<file path="config.mk">
export PLATFORM = sky130hd
export DESIGN_NAME = cfg_ram_loader_flat
export DESIGN_NICKNAME = d
export VERILOG_FILES = /design/src/rtl/cfg_ram_loader_if.sv /design/src/rtl/cfg_ram_loader.sv /design/src/flat_wrapper.sv
export SDC_FILE = /design/constraint.sdc
export NUM_CORES = 1
export LEC_CHECK = 0
export BUFFER_PORTS_ARGS = -buffer_cell sky130_fd_sc_hd__buf_4
export CORE_ASPECT_RATIO = 0.6
export CORE_UTILIZATION = 53
export DETAILED_ROUTE_END_ITERATION = 10
export GPL_ROUTABILITY_DRIVEN = 0
export GPL_TIMING_DRIVEN = 0
export PLACE_DENSITY_LB_ADDON = 0.25
export SYNTH_ARGS = -nofsm -noshare
export SYNTH_HDL_FRONTEND = slang
export SYNTH_SLANG_ARGS = --single-unit
</file>
<file path="constraint.sdc">
create_clock -name clk -period 5.25 [get_ports clk]
set_clock_uncertainty 0.1 [all_clocks]
set_input_delay 0.2625 -clock clk [delete_from_list [all_inputs] [get_ports clk]]
set_output_delay 0.2625 -clock clk [all_outputs]
set_load 0.01 [all_outputs]
</file>
<file path="src/rtl/cfg_ram_loader_if.sv">
// Config-load bus bundle for cfg_ram_loader.
// Carries the 64-bit config word stream in and the SRAM write port and
// status strobes out. The loader uses the slave modport; whatever feeds the
// stream and consumes the writes uses the master modport.
interface cfg_ram_loader_if;
  logic        s_valid;
  logic [63:0] s_data;
  logic        s_ready;
  logic [6:0]  addr_wr;
  logic [7:0]  sram_sel;
  logic        wr_en;
  logic [63:0] din;
  logic        busy;
  logic        done;
  logic        err;

  modport master (
    output s_valid, s_data,
    input  s_ready, addr_wr, sram_sel, wr_en, din, busy, done, err
  );

  modport slave (
    input  s_valid, s_data,
    output s_ready, addr_wr, sram_sel, wr_en, din, busy, done, err
  );
endinterface

</file>
<file path="src/rtl/cfg_ram_loader.sv">
// cfg_ram_loader: parses a 64-bit config stream made of blocks
// (header word followed by len_m1+1 data words) and writes each data word
// into the selected config SRAM at consecutive addresses, one cycle after
// the word is accepted.
// Optional feature macro: CFG_LOADER_CHKSUM_EN adds a trailing checksum
// word per block (XOR of all data words) checked in a CHK state.
// Without the macro the block ends on its last data word.
module cfg_ram_loader #(
  parameter int unsigned SRAM_NUM = 72,
  parameter logic [7:0]  MAGIC    = 8'hC5
) (
  input logic             clk,
  input logic             rst_n,
  cfg_ram_loader_if.slave bus
);

  localparam logic [8:0] SramLimit = 9'(SRAM_NUM);

`ifdef CFG_LOADER_CHKSUM_EN
  typedef enum logic [1:0] {
    IDLE = 2'd0,
    DATA = 2'd1,
    CHK  = 2'd2
  } state_e;
`else
  typedef enum logic [1:0] {
    IDLE = 2'd0,
    DATA = 2'd1
  } state_e;
`endif

  state_e      state_q,   state_d;
  logic        ready_q,   ready_d;
  logic [6:0]  addrPtr_q, addrPtr_d;
  logic [6:0]  count_q,   count_d;
  logic [7:0]  sel_q,     sel_d;
  logic        wrEn_q,    wrEn_d;
  logic [6:0]  addrWr_q,  addrWr_d;
  logic [7:0]  sramSel_q, sramSel_d;
  logic [63:0] din_q,     din_d;
  logic        done_q,    done_d;
  logic        err_q,     err_d;
`ifdef CFG_LOADER_CHKSUM_EN
  logic [63:0] chksum_q,  chksum_d;
`endif

  logic        accept;
  logic [7:0]  hdrTag;
  logic [6:0]  hdrLenM1;
  logic [6:0]  hdrBase;
  logic [7:0]  hdrSel;
  logic        hdrOk;

  assign accept   = bus.s_valid && ready_q;
  assign hdrTag   = bus.s_data[63:56];
  assign hdrLenM1 = bus.s_data[22:16];
  assign hdrBase  = bus.s_data[14:8];
  assign hdrSel   = bus.s_data[7:0];
  assign hdrOk    = (hdrTag == MAGIC) && ({1'b0, hdrSel} < SramLimit);

  assign bus.s_ready  = ready_q;
  assign bus.wr_en    = wrEn_q;
  assign bus.addr_wr  = addrWr_q;
  assign bus.sram_sel = sramSel_q;
  assign bus.din      = din_q;
  assign bus.done     = done_q;
  assign bus.err      = err_q;
  assign bus.busy     = (state_q != IDLE);

  // Next-state and registered-output logic: header parse, data write, checksum compare.
  always_comb begin
    state_d   = state_q;
    ready_d   = 1'b1;
    addrPtr_d = addrPtr_q;
    count_d   = count_q;
    sel_d     = sel_q;
    wrEn_d    = 1'b0;
    addrWr_d  = addrWr_q;
    sramSel_d = sramSel_q;
    din_d     = din_q;
    done_d    = 1'b0;
    err_d     = 1'b0;
`ifdef CFG_LOADER_CHKSUM_EN
    chksum_d  = chksum_q;
`endif

    case (state_q)
      IDLE: begin
        if (accept) begin
          if (hdrOk) begin
            sel_d     = hdrSel;
            addrPtr_d = hdrBase;
            count_d   = hdrLenM1;
`ifdef CFG_LOADER_CHKSUM_EN
            chksum_d  = 64'd0;
`endif
            state_d   = DATA;
          end else begin
            err_d = 1'b1;
          end
        end
      end

      DATA: begin
        if (accept) begin
          wrEn_d    = 1'b1;
          din_d     = bus.s_data;
          addrWr_d  = addrPtr_q;
          sramSel_d = sel_q;
          addrPtr_d = addrPtr_q + 7'd1;
`ifdef CFG_LOADER_CHKSUM_EN
          chksum_d  = chksum_q ^ bus.s_data;
`endif
          if (count_q == 7'd0) begin
`ifdef CFG_LOADER_CHKSUM_EN
            state_d = CHK;
`else
            done_d  = 1'b1;
            state_d = IDLE;
`endif
          end else begin
            count_d = count_q - 7'd1;
          end
        end
      end

`ifdef CFG_LOADER_CHKSUM_EN
      CHK: begin
        if (accept) begin
          if (bus.s_data == chksum_q) begin
            done_d = 1'b1;
          end else begin
            err_d = 1'b1;
          end
          state_d = IDLE;
        end
      end
`endif

      default: begin
        state_d = IDLE;
      end
    endcase
  end

  // State and output registers with synchronous active-low reset.
  always_ff @(posedge clk) begin
    if (!rst_n) begin
      state_q   <= IDLE;
      ready_q   <= 1'b0;
      addrPtr_q <= 7'd0;
      count_q   <= 7'd0;
      sel_q     <= 8'd0;
      wrEn_q    <= 1'b0;
      addrWr_q  <= 7'd0;
      sramSel_q <= 8'd0;
      din_q     <= 64'd0;
      done_q    <= 1'b0;
      err_q     <= 1'b0;
`ifdef CFG_LOADER_CHKSUM_EN
      chksum_q  <= 64'd0;
`endif
    end else begin
      state_q   <= state_d;
      ready_q   <= ready_d;
      addrPtr_q <= addrPtr_d;
      count_q   <= count_d;
      sel_q     <= sel_d;
      wrEn_q    <= wrEn_d;
      addrWr_q  <= addrWr_d;
      sramSel_q <= sramSel_d;
      din_q     <= din_d;
      done_q    <= done_d;
      err_q     <= err_d;
`ifdef CFG_LOADER_CHKSUM_EN
      chksum_q  <= chksum_d;
`endif
    end
  end

endmodule

</file>
<file path="src/flat_wrapper.sv">
// flat-port wrapper written by rule: the top's interface ports become plain ports
module cfg_ram_loader_flat 
#(
  parameter int unsigned SRAM_NUM = 72,
  parameter logic [7:0]  MAGIC    = 8'hC5
)
  (clk, rst_n, bus_s_valid, bus_s_data, bus_s_ready, bus_addr_wr, bus_sram_sel, bus_wr_en, bus_din, bus_busy, bus_done, bus_err);
  cfg_ram_loader_if bus_i ();
  input logic clk;
  input logic rst_n;
  input wire logic [$bits(bus_i.s_valid)-1:0] bus_s_valid;
  input wire logic [$bits(bus_i.s_data)-1:0] bus_s_data;
  output wire logic [$bits(bus_i.s_ready)-1:0] bus_s_ready;
  output wire logic [$bits(bus_i.addr_wr)-1:0] bus_addr_wr;
  output wire logic [$bits(bus_i.sram_sel)-1:0] bus_sram_sel;
  output wire logic [$bits(bus_i.wr_en)-1:0] bus_wr_en;
  output wire logic [$bits(bus_i.din)-1:0] bus_din;
  output wire logic [$bits(bus_i.busy)-1:0] bus_busy;
  output wire logic [$bits(bus_i.done)-1:0] bus_done;
  output wire logic [$bits(bus_i.err)-1:0] bus_err;
  assign bus_i.s_valid = bus_s_valid;
  assign bus_i.s_data = bus_s_data;
  assign bus_s_ready = bus_i.s_ready;
  assign bus_addr_wr = bus_i.addr_wr;
  assign bus_sram_sel = bus_i.sram_sel;
  assign bus_wr_en = bus_i.wr_en;
  assign bus_din = bus_i.din;
  assign bus_busy = bus_i.busy;
  assign bus_done = bus_i.done;
  assign bus_err = bus_i.err;
  cfg_ram_loader #(.SRAM_NUM(SRAM_NUM), .MAGIC(MAGIC)) u_core (.clk(clk), .rst_n(rst_n), .bus(bus_i));
endmodule
</file>
==> metrics.md <==
| Metric | Value |
|---|---|
| Outcome | completed |
| Sw Pwr | 332.0 uW |
| Critical path arrival | 2300 ps |
| Worst EP required | 5430 ps |
| Worst Setup End Kind | flop |
| Gate Count Post-Synth | 520 |
| Clock buffer count from CTS | 9 |
| Power density cells | 273.7 nW/um^2 |
| Hold WS | 61.41 ps |
| Min cycle time layout | 2126 ps |
| Clk_lat worst skew | 340 ps |
| Place WS | 3192 ps |
| Cell Count, Final, Fillers Out | 791 |
| DRT Pass-1 Iters | 5 |
| Syn avg cell area | 7.955 um^2 |
| Final period util | 40.50% |
| # DRC | 0 |
| Sequential fraction of the synthesis area | 51.30% |
| Initial Util | 55.77% |
| Die Area | 8173 um^2 |
| CTS Buffer Depth | 2 |
| Post-route setup TNS | 0 ps |
| Crit-path most repeated cell | clkbuf_1 |
| Initial antenna violation count | 0 |
| Area grow syn2layout | 37.78% |
| Clock sinks | 106 |
| Core region area | 7417 um^2 |
| Vias per std cell | 5.464 |
| Routed Antenna Nets | 0 |
| Top delay family on crit path | buffers and inverters |
| GRT Residual Overflow | 0 |
| Final worst slack | 3124 ps |
| Die W | 116.1 um |
| CTS H-tree lvls | 3 |
| # IOs | 151 |
| Initial DRC Count | 446 |
| Hold crit path type | in -> reg |
| Leak | 2.246 nW |
| Clock group share of total power | 42.9% |
| Post-synthesis cell type count | 50 |
| First-pass GRT wire length | 19,400 um |
| Sequential power share | 51.8% |
| Yosys reg bits | 106 |
| Vias in the first global route | 4,134 |
| Post-Place Cell Area | 5393 um^2 |
| Post-synth EDFFs | 0 |
| Maximum VDD drop | 233.8 uV |
| Max Slew Vio Count | 0 |
| Most frequent cell after synthesis | nand2_1 |
| Max Cap Violations | 0 |
| Synthesized area | 4136 um^2 |
| Top_reg_cell synth | dfxtp_1 |
| Asr flop ratio synth | 0% |
| Critical Path Start Type | flop |
| Largest net degree at the start of global routing | 17 |
| Buf/Inv on CP | 3 |
| RSZ-0062 raised after global routing | no |
| Combinational fraction of design power | 5.3% |
| CP Cell Sequence | buf_2 -> nand3_1 -> clkbuf_1 -> clkbuf_1 -> nand2_1 -> a21oi_1 |
| Root Buffer | clkbuf_16 |
| CTS clk-pin slew, worst paths | 70 ps |
| Top cells by count, synth | nand2_1 (172), dfxtp_1 (106), a21oi_1 (92), clkbuf_1 (31), nand3_1 (18) |
| Fin nets | 751 |
| Placed Cells incl. Taps | 774 |
| Slew @ Worst Pin | 557.9 ps |
| Crit path max fanout | 10 |
| Yosys top cell area share | 51.30% |
| Port buffer count | 150 |
| Drt wl/cell | 15.46 um |
| GRT Total Usage | 31.06% |
| Max Fclk | 470.3 MHz |
| Final Cell Area | 5699 um^2 |
| Final wirelength | 12,230 um |
| Yosys warns | 0 |
| CTS tree | yes |
| Vias | 4,322 |
| Switch share | 21.28% |
| Hpwl dp | 9116 um |
| CP Class | reg -> reg |
| Layout cell share with drive strength beyond 1 | 26.06% |
| Mapped Nets | 589 |
| CP max-delay cell | clkbuf_1 |
| Layout fillers | 582 |
| Slew margin rel. | 62.81% |
| Crit-path max cell delay | 480 ps |
| Hold Vio Cnt, Final | 0 |
| Synth area leader | dfxtp_1 |
| Antenna Cells | 0 |
| Post-CTS sizing | 0 |
| Final setup fails | 0 |
| Int Power | 1.228 mW |
| Rows | 24 |
| Die height | 70.43 um |
| Top cells by area, synth | dfxtp_1 (51%), nand2_1 (16%), a21oi_1 (11%), clkbuf_1 (2.8%), nand3_1 (2.2%) |
-- flip-flops by register name, summed over array words and instances (netlist names) --
register / cells
u_core.bus.sram_sel: 8
u_core.bus.addr_wr: 7
u_core.bus.wr_en: 1
u_core.sel_q: 8
u_core.bus.err: 1
u_core.count_q: 7
u_core.addrPtr_q: 7
u_core.bus.s_ready: 1
u_core.state_q: 1
u_core.bus.done: 1
u_core.bus.din: 64
-- metal layers --
metal | share of wire, % | track usage [%] | routed length, um | vias to the layer above
li1 | - | - | - | 2095
met1 | 44 | 40.75 | 5428 | 1976
met2 | 44 | 46.10 | 5380 | 215
met3 | 9.3 | 11.46 | 1140 | 36
met4 | 2.3 | 12.25 | 276 | 0
met5 | 0 | 0 | 0 | -
-- area by class of cell --
type / instances / area (um^2) / area share [%]
inverters: 7 / 26.28 / 0.4610
flip-flops and latches: 106 / 2122 / 37.23
clock inverters: 5 / 53.80 / 0.9440
well taps: 104 / 130.1 / 2.283
plain buffers: 37 / 158.9 / 2.788
clock buffers: 11 / 242.7 / 4.259
multi-input cells: 370 / 1829 / 32.10
repair buffers: 151 / 1136 / 19.93
-- per-stage QoR --
| step | total power [mW] | utilization, % |
|---|---|---|
| 2_1_floorplan | 0.8510 | - |
| 3_3_place_gp | 0.9046 | 72.71 |
| 3_5_place_dp | 0.9064 | 72.71 |
| 4_1_cts | 1.565 | 76.84 |
| 5_1_grt | 1.604 | 76.84 |
| 6_report | 1.560 | 76.84 |
-- kinds of logic (layout without fill, tap and decap cells) --
kind of cell	Yosys count	after routing	synth area share, %
fa+ha+maj	2	2	0.6049
xor+xnor	1	1	0.2118
compound gates	137	137	18.66
simple gates	224	224	23.26
mux	6	6	1.482
flops	106	106	51.30
buf+inv	44	211	4.477
-- worst reg2reg max path: cells and delay by family (launching register included) --
kind / cells / cell delay (ps)
AO/OA/AOI/OAI: 1 / 160
buffers and inverters: 3 / 1080
flip-flops: 1 / 320
AND/OR/NAND/NOR: 2 / 400
-- power groups by stage --
stage	combinational, mW	sequential (mW)	clock, mW
CTS	0.0811	0.808	0.676
detailed placement	0.0801	0.826	0
finish	0.0832	0.808	0.668
global placement	0.0782	0.826	0
global route	0.0892	0.808	0.707
floorplan	0.0249	0.826	0
-- what timing repair did --
item                      4_1_cts  5_1_grt
buffers inserted                0        0
hold endpoints to repair        1        0
hold buffers                    1        0
-- cell usage in the layout (no fill, tap or decap), drive strengths merged, types with 2 or more instances in the layout --
| master | count |
|---|---|
| nand2 | 172 |
| buf | 156 |
| dfxtp | 106 |
| a21oi | 92 |
| clkbuf | 42 |
| nand3 | 18 |
| o21ai | 14 |
| a31oi | 9 |
| inv | 7 |
| nor3 | 6 |
| o211ai | 6 |
| nor2 | 5 |
| mux2i | 5 |
| and3 | 4 |
| clkinv | 4 |
| nor2b | 3 |
| a211oi | 3 |
| nand2b | 2 |
| o22ai | 2 |
| o221a | 2 |
| nand4b | 2 |
| ha | 2 |
| or4 | 2 |
| nor4 | 2 |
-- path summary, 6_finish.rpt --
| kind | endpoint | slack [ps] | cells past startpoint | from |
|---|---|---|---|---|
| worst max-delay path | u_core.bus.din[49]$_SDFFE_PN0P_ | 3120 | 6 | u_core.state_q[0]$_SDFFE_PN0P_ |
| worst min-delay path | u_core.bus.din[55]$_SDFFE_PN0P_ | 60 | 3 | bus_s_data[55] |
| worst max register to register | u_core.bus.din[49]$_SDFFE_PN0P_ | 3120 | 6 | u_core.state_q[0]$_SDFFE_PN0P_ |
| worst min register to register | u_core.bus.sram_sel[7]$_SDFFE_PN0P_ | 360 | 2 | u_core.bus.sram_sel[7]$_SDFFE_PN0P_ |
(Power assumes the default switching activity.)
